**src/rtl/req_gnt_responder.sv**
```systemverilog
// rtl/req_gnt_responder.sv - round-robin REQ/GNT responder issuing one-cycle one-hot grants
// Optional per-requester starvation monitor built when REQ_GNT_STARVE_MON_EN is defined.
module req_gnt_responder #(
    parameter int NUM_REQ  = 2,
    parameter int MIN_GAP  = 0,
    parameter int MAX_WAIT = 4,
    localparam int IDW     = $clog2(NUM_REQ)
) (
    input  logic               clk,
    input  logic               reset,
    input  logic [NUM_REQ-1:0] req,
    input  logic               ready,
    output logic [NUM_REQ-1:0] gnt,
    output logic               gnt_valid,
    output logic [IDW-1:0]     gnt_id,
    output logic [NUM_REQ-1:0] starve
);

    localparam int SW = IDW + 2;
    localparam logic [3:0] GAP_LOAD = (MIN_GAP > 0) ? 4'(MIN_GAP - 1) : 4'd0;

    if (NUM_REQ < 2 || NUM_REQ > 16 || MIN_GAP < 0 || MIN_GAP > 15 || MAX_WAIT < 1) begin : g_bad_cfg
        $error("req_gnt_responder: parameter out of range");
    end

    typedef enum logic [1:0] {
        S_IDLE,
        S_GRANT,
        S_GAP
    } state_t;

    state_t             state_q, state_d;
    logic [NUM_REQ-1:0] gnt_d;
    logic [IDW-1:0]     gnt_id_d;
    logic [IDW-1:0]     last_q, last_d;
    logic [3:0]         gap_q, gap_d;

    logic [SW-1:0]        rr_start;
    logic [NUM_REQ-1:0]   req_rot;
    logic [SW-1:0]        win_off;
    logic [SW-1:0]        win_sum;
    logic                 win_found;
    logic [IDW-1:0]       win_id;

    // Rotate requests so bit 0 is the requester just after the last winner.
    assign rr_start = SW'(last_q) + SW'(1);
    assign req_rot  = NUM_REQ'({req, req} >> rr_start);

    always_comb begin
        win_found = 1'b0;
        win_off   = '0;
        for (int i = NUM_REQ - 1; i >= 0; i--) begin
            if (req_rot[i]) begin
                win_found = 1'b1;
                win_off   = SW'(i);
            end
        end
        win_sum = rr_start + win_off;
        if (win_sum >= SW'(NUM_REQ)) begin
            win_sum = win_sum - SW'(NUM_REQ);
        end
        win_id = IDW'(win_sum);
    end

    always_comb begin
        state_d  = state_q;
        gnt_d    = '0;
        gnt_id_d = gnt_id;
        last_d   = last_q;
        gap_d    = gap_q;
        case (state_q)
            S_IDLE: begin
                if (ready && win_found) begin
                    gnt_d    = NUM_REQ'(1) << win_id;
                    gnt_id_d = win_id;
                    last_d   = win_id;
                    state_d  = S_GRANT;
                end
            end
            S_GRANT: begin
                if (MIN_GAP > 0) begin
                    state_d = S_GAP;
                    gap_d   = GAP_LOAD;
                end else begin
                    state_d = S_IDLE;
                end
            end
            S_GAP: begin
                if (gap_q == 4'd0) begin
                    state_d = S_IDLE;
                end else begin
                    gap_d = gap_q - 4'd1;
                end
            end
            default: state_d = S_IDLE;
        endcase
    end

    always_ff @(posedge clk or posedge reset) begin
        if (reset) begin
            state_q <= S_IDLE;
            gnt     <= '0;
            gnt_id  <= '0;
            last_q  <= IDW'(NUM_REQ - 1);
            gap_q   <= '0;
        end else begin
            state_q <= state_d;
            gnt     <= gnt_d;
            gnt_id  <= gnt_id_d;
            last_q  <= last_d;
            gap_q   <= gap_d;
        end
    end

    assign gnt_valid = |gnt;

`ifdef REQ_GNT_STARVE_MON_EN
    localparam int CW = $clog2(MAX_WAIT + 1);

    logic [CW-1:0] wait_cnt [NUM_REQ];

    // A wait counter restarts whenever its requester is idle or currently granted.
    always_ff @(posedge clk or posedge reset) begin
        if (reset) begin
            for (int i = 0; i < NUM_REQ; i++) begin
                wait_cnt[i] <= '0;
            end
        end else begin
            for (int i = 0; i < NUM_REQ; i++) begin
                if (!req[i] || gnt[i]) begin
                    wait_cnt[i] <= '0;
                end else if (wait_cnt[i] != CW'(MAX_WAIT)) begin
                    wait_cnt[i] <= wait_cnt[i] + CW'(1);
                end
            end
        end
    end

    always_comb begin
        starve = '0;
        for (int i = 0; i < NUM_REQ; i++) begin
            starve[i] = (wait_cnt[i] == CW'(MAX_WAIT));
        end
    end
`else
    assign starve = '0;
`endif

endmodule

```
**config.mk**
```make
export PLATFORM = sky130hd
export DESIGN_NAME = req_gnt_responder
export DESIGN_NICKNAME = d
export VERILOG_FILES = /design/src/rtl/req_gnt_responder.sv
export SDC_FILE = /design/constraint.sdc
export NUM_CORES = 1
export LEC_CHECK = 0
export CAP_MARGIN = 20
export CORE_AREA = 5 5 42 44
export DETAILED_ROUTE_END_ITERATION = 6
export DIE_AREA = 0 0 47 49
export GPL_TIMING_DRIVEN = 1
export PLACE_DENSITY = 0.48
export SLEW_MARGIN = 0
export SYNTH_ARGS = -nofsm -noshare
export SYNTH_HDL_FRONTEND = slang
export SYNTH_SLANG_ARGS = --single-unit
export TNS_END_PERCENT = 10
```
**constraint.sdc**
```tcl
create_clock -name clk -period 1.6 [get_ports clk]
set_input_delay 0.48 -clock clk [delete_from_list [all_inputs] [get_ports clk]]
set_output_delay 0.48 -clock clk [all_outputs]
set_load 0.05 [all_outputs]
```
==> key figures <==
Pwr
  – Leakage: 0.1798 nW
  – VDD IR max: 417.0 µV
  – Power Dens Cells: 1162 nW/µm²

Final layout
  – Fillers: 148
  – Diode count: 0
  – Multi-input gate area: 81.33 µm²
  – Most frequent cells in the layout: 4 x dfrtp_1, 4 x clkdlybuf4s50_1, 3 x inv_1, 3 x clkbuf_4, 3 x buf_12
  – Post-route cell area: 380.4 µm²
  – Fraction of layout cells with a size suffix above 1: 31.25%
  – Register area: 126.4 µm²
  – Area growth syn-to-layout: 67.03%
  – Nets: 38

Floorplanning
  – Die area: 2303 µm²
  – Number of core rows: 14
  – I/O pin cnt: 11
  – Core ar.: 1401 µm²
  – Die Wd: 47 µm
  – Starting Density: 16.25%
  – Die height: 49 µm

Timing
  – Crit share post-route: 95.84%
  – Final Hold Fails: 0
  – RSZ-0062 raised after global routing: false
  – Setup Skew: 0.8590 ps
  – Fmax: 0.6521 GHz
  – Setup TNS: 0 ps
  – Minimum clock period: 1533 ps
  – Count of pins over their slew limit: 0
  – Final setup viols: 0

Synth
  – Mean post-synth cell area: 10.84 µm²
  – Synthesized area: 227.7 µm²
  – YS warnings: 0
  – Area leader, netlist: dfrtp_1
  – Post-Syn Instances: 21
  – Sequential element share of the synthesized area: 55.49%
  – Synth cell types: 14
  – FF+latch count, synth: 5
  – Top cell type's share of synthesized area: 43.96%
  – Synth top area cells: dfrtp_1 44%, dfstp_2 12%, buf_4 6.6%

Status
  – Status: finished clean

Drt
  – Iter 0 DRT Violations: 1
  – Met1 wire length: 178 µm
  – Met3 Wirelength: 75 µm
  – Vias per inst: 3.500
  – DR vias: 168
  – Top Metal Used: met4
  – DRC viols: 0
  – Routed len/inst: 8.875 µm
  – Pre-Repair DR Iteration Count: 2
  – WL final: 426 µm
  – Routed Antenna Nets: 0
  – Met2 Wirelength: 164 µm

Worst setup path
  – Worst Setup Start Kind: flip-flop
  – Worst Setup End Kind: output pin
  – Register-to-Register Path Depth: 2
  – CP max FO: 2
  – R2R Setup Slk: 730 ps
  – Required @ worst endpoint: 1120 ps
  – WP data arrival: 1050 ps
  – Crit Path Class: reg2out
  – R2r startpoint: last_q$_DFFE_PP1P_
  – Reg-to-Reg End: gnt_id$_DFFE_PP0P_

Clock network
  – TritonCTS clock tree: built
  – Htree depth: 1
  – Clk sink count: 5
  – Longest Clk Path Bufs: 2
  – Clk root buf: clkbuf_4
  – Clock transition at path regs: 40 ps
  – CTS Buf Count: 3
  – Clock Latency Late Sink: 240 ps
  – Hold-fix buffers, CTS: 0
  – Post-CTS Setup Bufs: 0

GRT
  – Pin count of the biggest net entering global routing: 6
  – First-pass GRT wire length: 745 µm
  – Total global-route track usage: 5.099%
  – Initial antenna violation count: 0
  – Vias in the first global route: 177
  – GR Overflow Total: 0

Place
  – Routability cong.: 0.6839
  – DP HPWL: 339.2 µm
  – Placed Area: 344.1 µm²
  – Buffers on Ports: 8

Flow run
  – Maxcap violations: 0

Hold path
  – Worst Hold Class: in2async
[area by class of cell]
type | count | share of cell area, %
flip-flops and latches | 5 | 33.22
clock buffers | 4 | 6.908
multi-input cells | 12 | 21.38
repair buffers | 8 | 30.26
inverters | 3 | 2.961
well taps | 16 | 5.263
[worst max path at each step]
stage                                 from                to
after CTS                 gnt[1]$_DFF_PP0_         gnt_valid
after global routing      gnt[1]$_DFF_PP0_         gnt_valid
after floorplan           gnt[1]$_DFF_PP0_         gnt_valid
final                     gnt[1]$_DFF_PP0_         gnt_valid
after global placement              req[0]  gnt[0]$_DFF_PP0_
after detailed placement            req[0]  gnt[0]$_DFF_PP0_
[metal layers]
metal,up-vias,global-route usage [%]
met5,-,0
met3,2,5.904
met1,70,5.145
met4,0,4.147
li1,85,-
met2,11,5.430
[kinds of logic after synthesis]
logic type / count (synthesis) / share of synthesized area (%)
other: 1 / 1.647
buffers and inverters: 5 / 11.54
flip-flops: 5 / 55.50
multiplexers: 1 / 4.396
AO/OA/AOI/OAI: 2 / 7.694
AND/OR/NAND/NOR: 7 / 19.24
[report_power, final]
part | switching (W) | internal (W) | total, W
Clock | 0.0000530 | 0.0000944 | 0.000147
Sequential | 0.0000139 | 0.000145 | 0.000159
Combinational | 0.0000715 | 0.0000638 | 0.000135
Total | 0.000138 | 0.000303 | 0.000442
[state kept, by name, indices dropped and copies added, names as in the netlist]
| register | cells |
|---|---|
| gnt | 2 |
| state_q | 1 |
| gnt_id | 1 |
| last_q | 1 |
[stage by stage]
| stage | worst slack [ps] | power [W] | util (%) | instances | hold WS (ps) |
|---|---|---|---|---|---|
| 2_1_floorplan | 89.50 | 0.0002342 | - | 22 | 257.8 |
| 3_3_place_gp | 206.0 | 0.0002886 | 24.55 | 44 | 424.2 |
| 3_5_place_dp | 190.6 | 0.0002908 | 24.55 | 44 | 442.2 |
| 4_1_cts | 6.479 | 0.0004456 | 26.70 | 48 | 447.8 |
| 5_1_grt | 32.71 | 0.0004732 | 27.14 | 48 | 461.7 |
| 6_report | 66.52 | 0.0004418 | 27.14 | 48 | 439.6 |
[synth_stat cells]
library cell	n
nor3b_1	1
or2_2	1
and3b_1	1
dfrtp_1	4
conb_1	1
buf_4	2
inv_1	3
nor2_1	2
nand3b_1	1
mux2i_1	1
a21boi_2	1
o22ai_1	1
and2_1	1
dfstp_2	1
[worst max-delay path, cell delays in order (launching register included)]
cell and delay [ps]:
dfrtp_1 400, or2_4 260, buf_8 150
[repair_timing]
| item | CTS | global route |
|---|---|---|
| setup endpoints to repair | 1 | 1 |
| pin swaps | 0 | 0 |
| resized for setup | 1 | 2 |
Note: power is estimated with default switching activity, not from simulation.
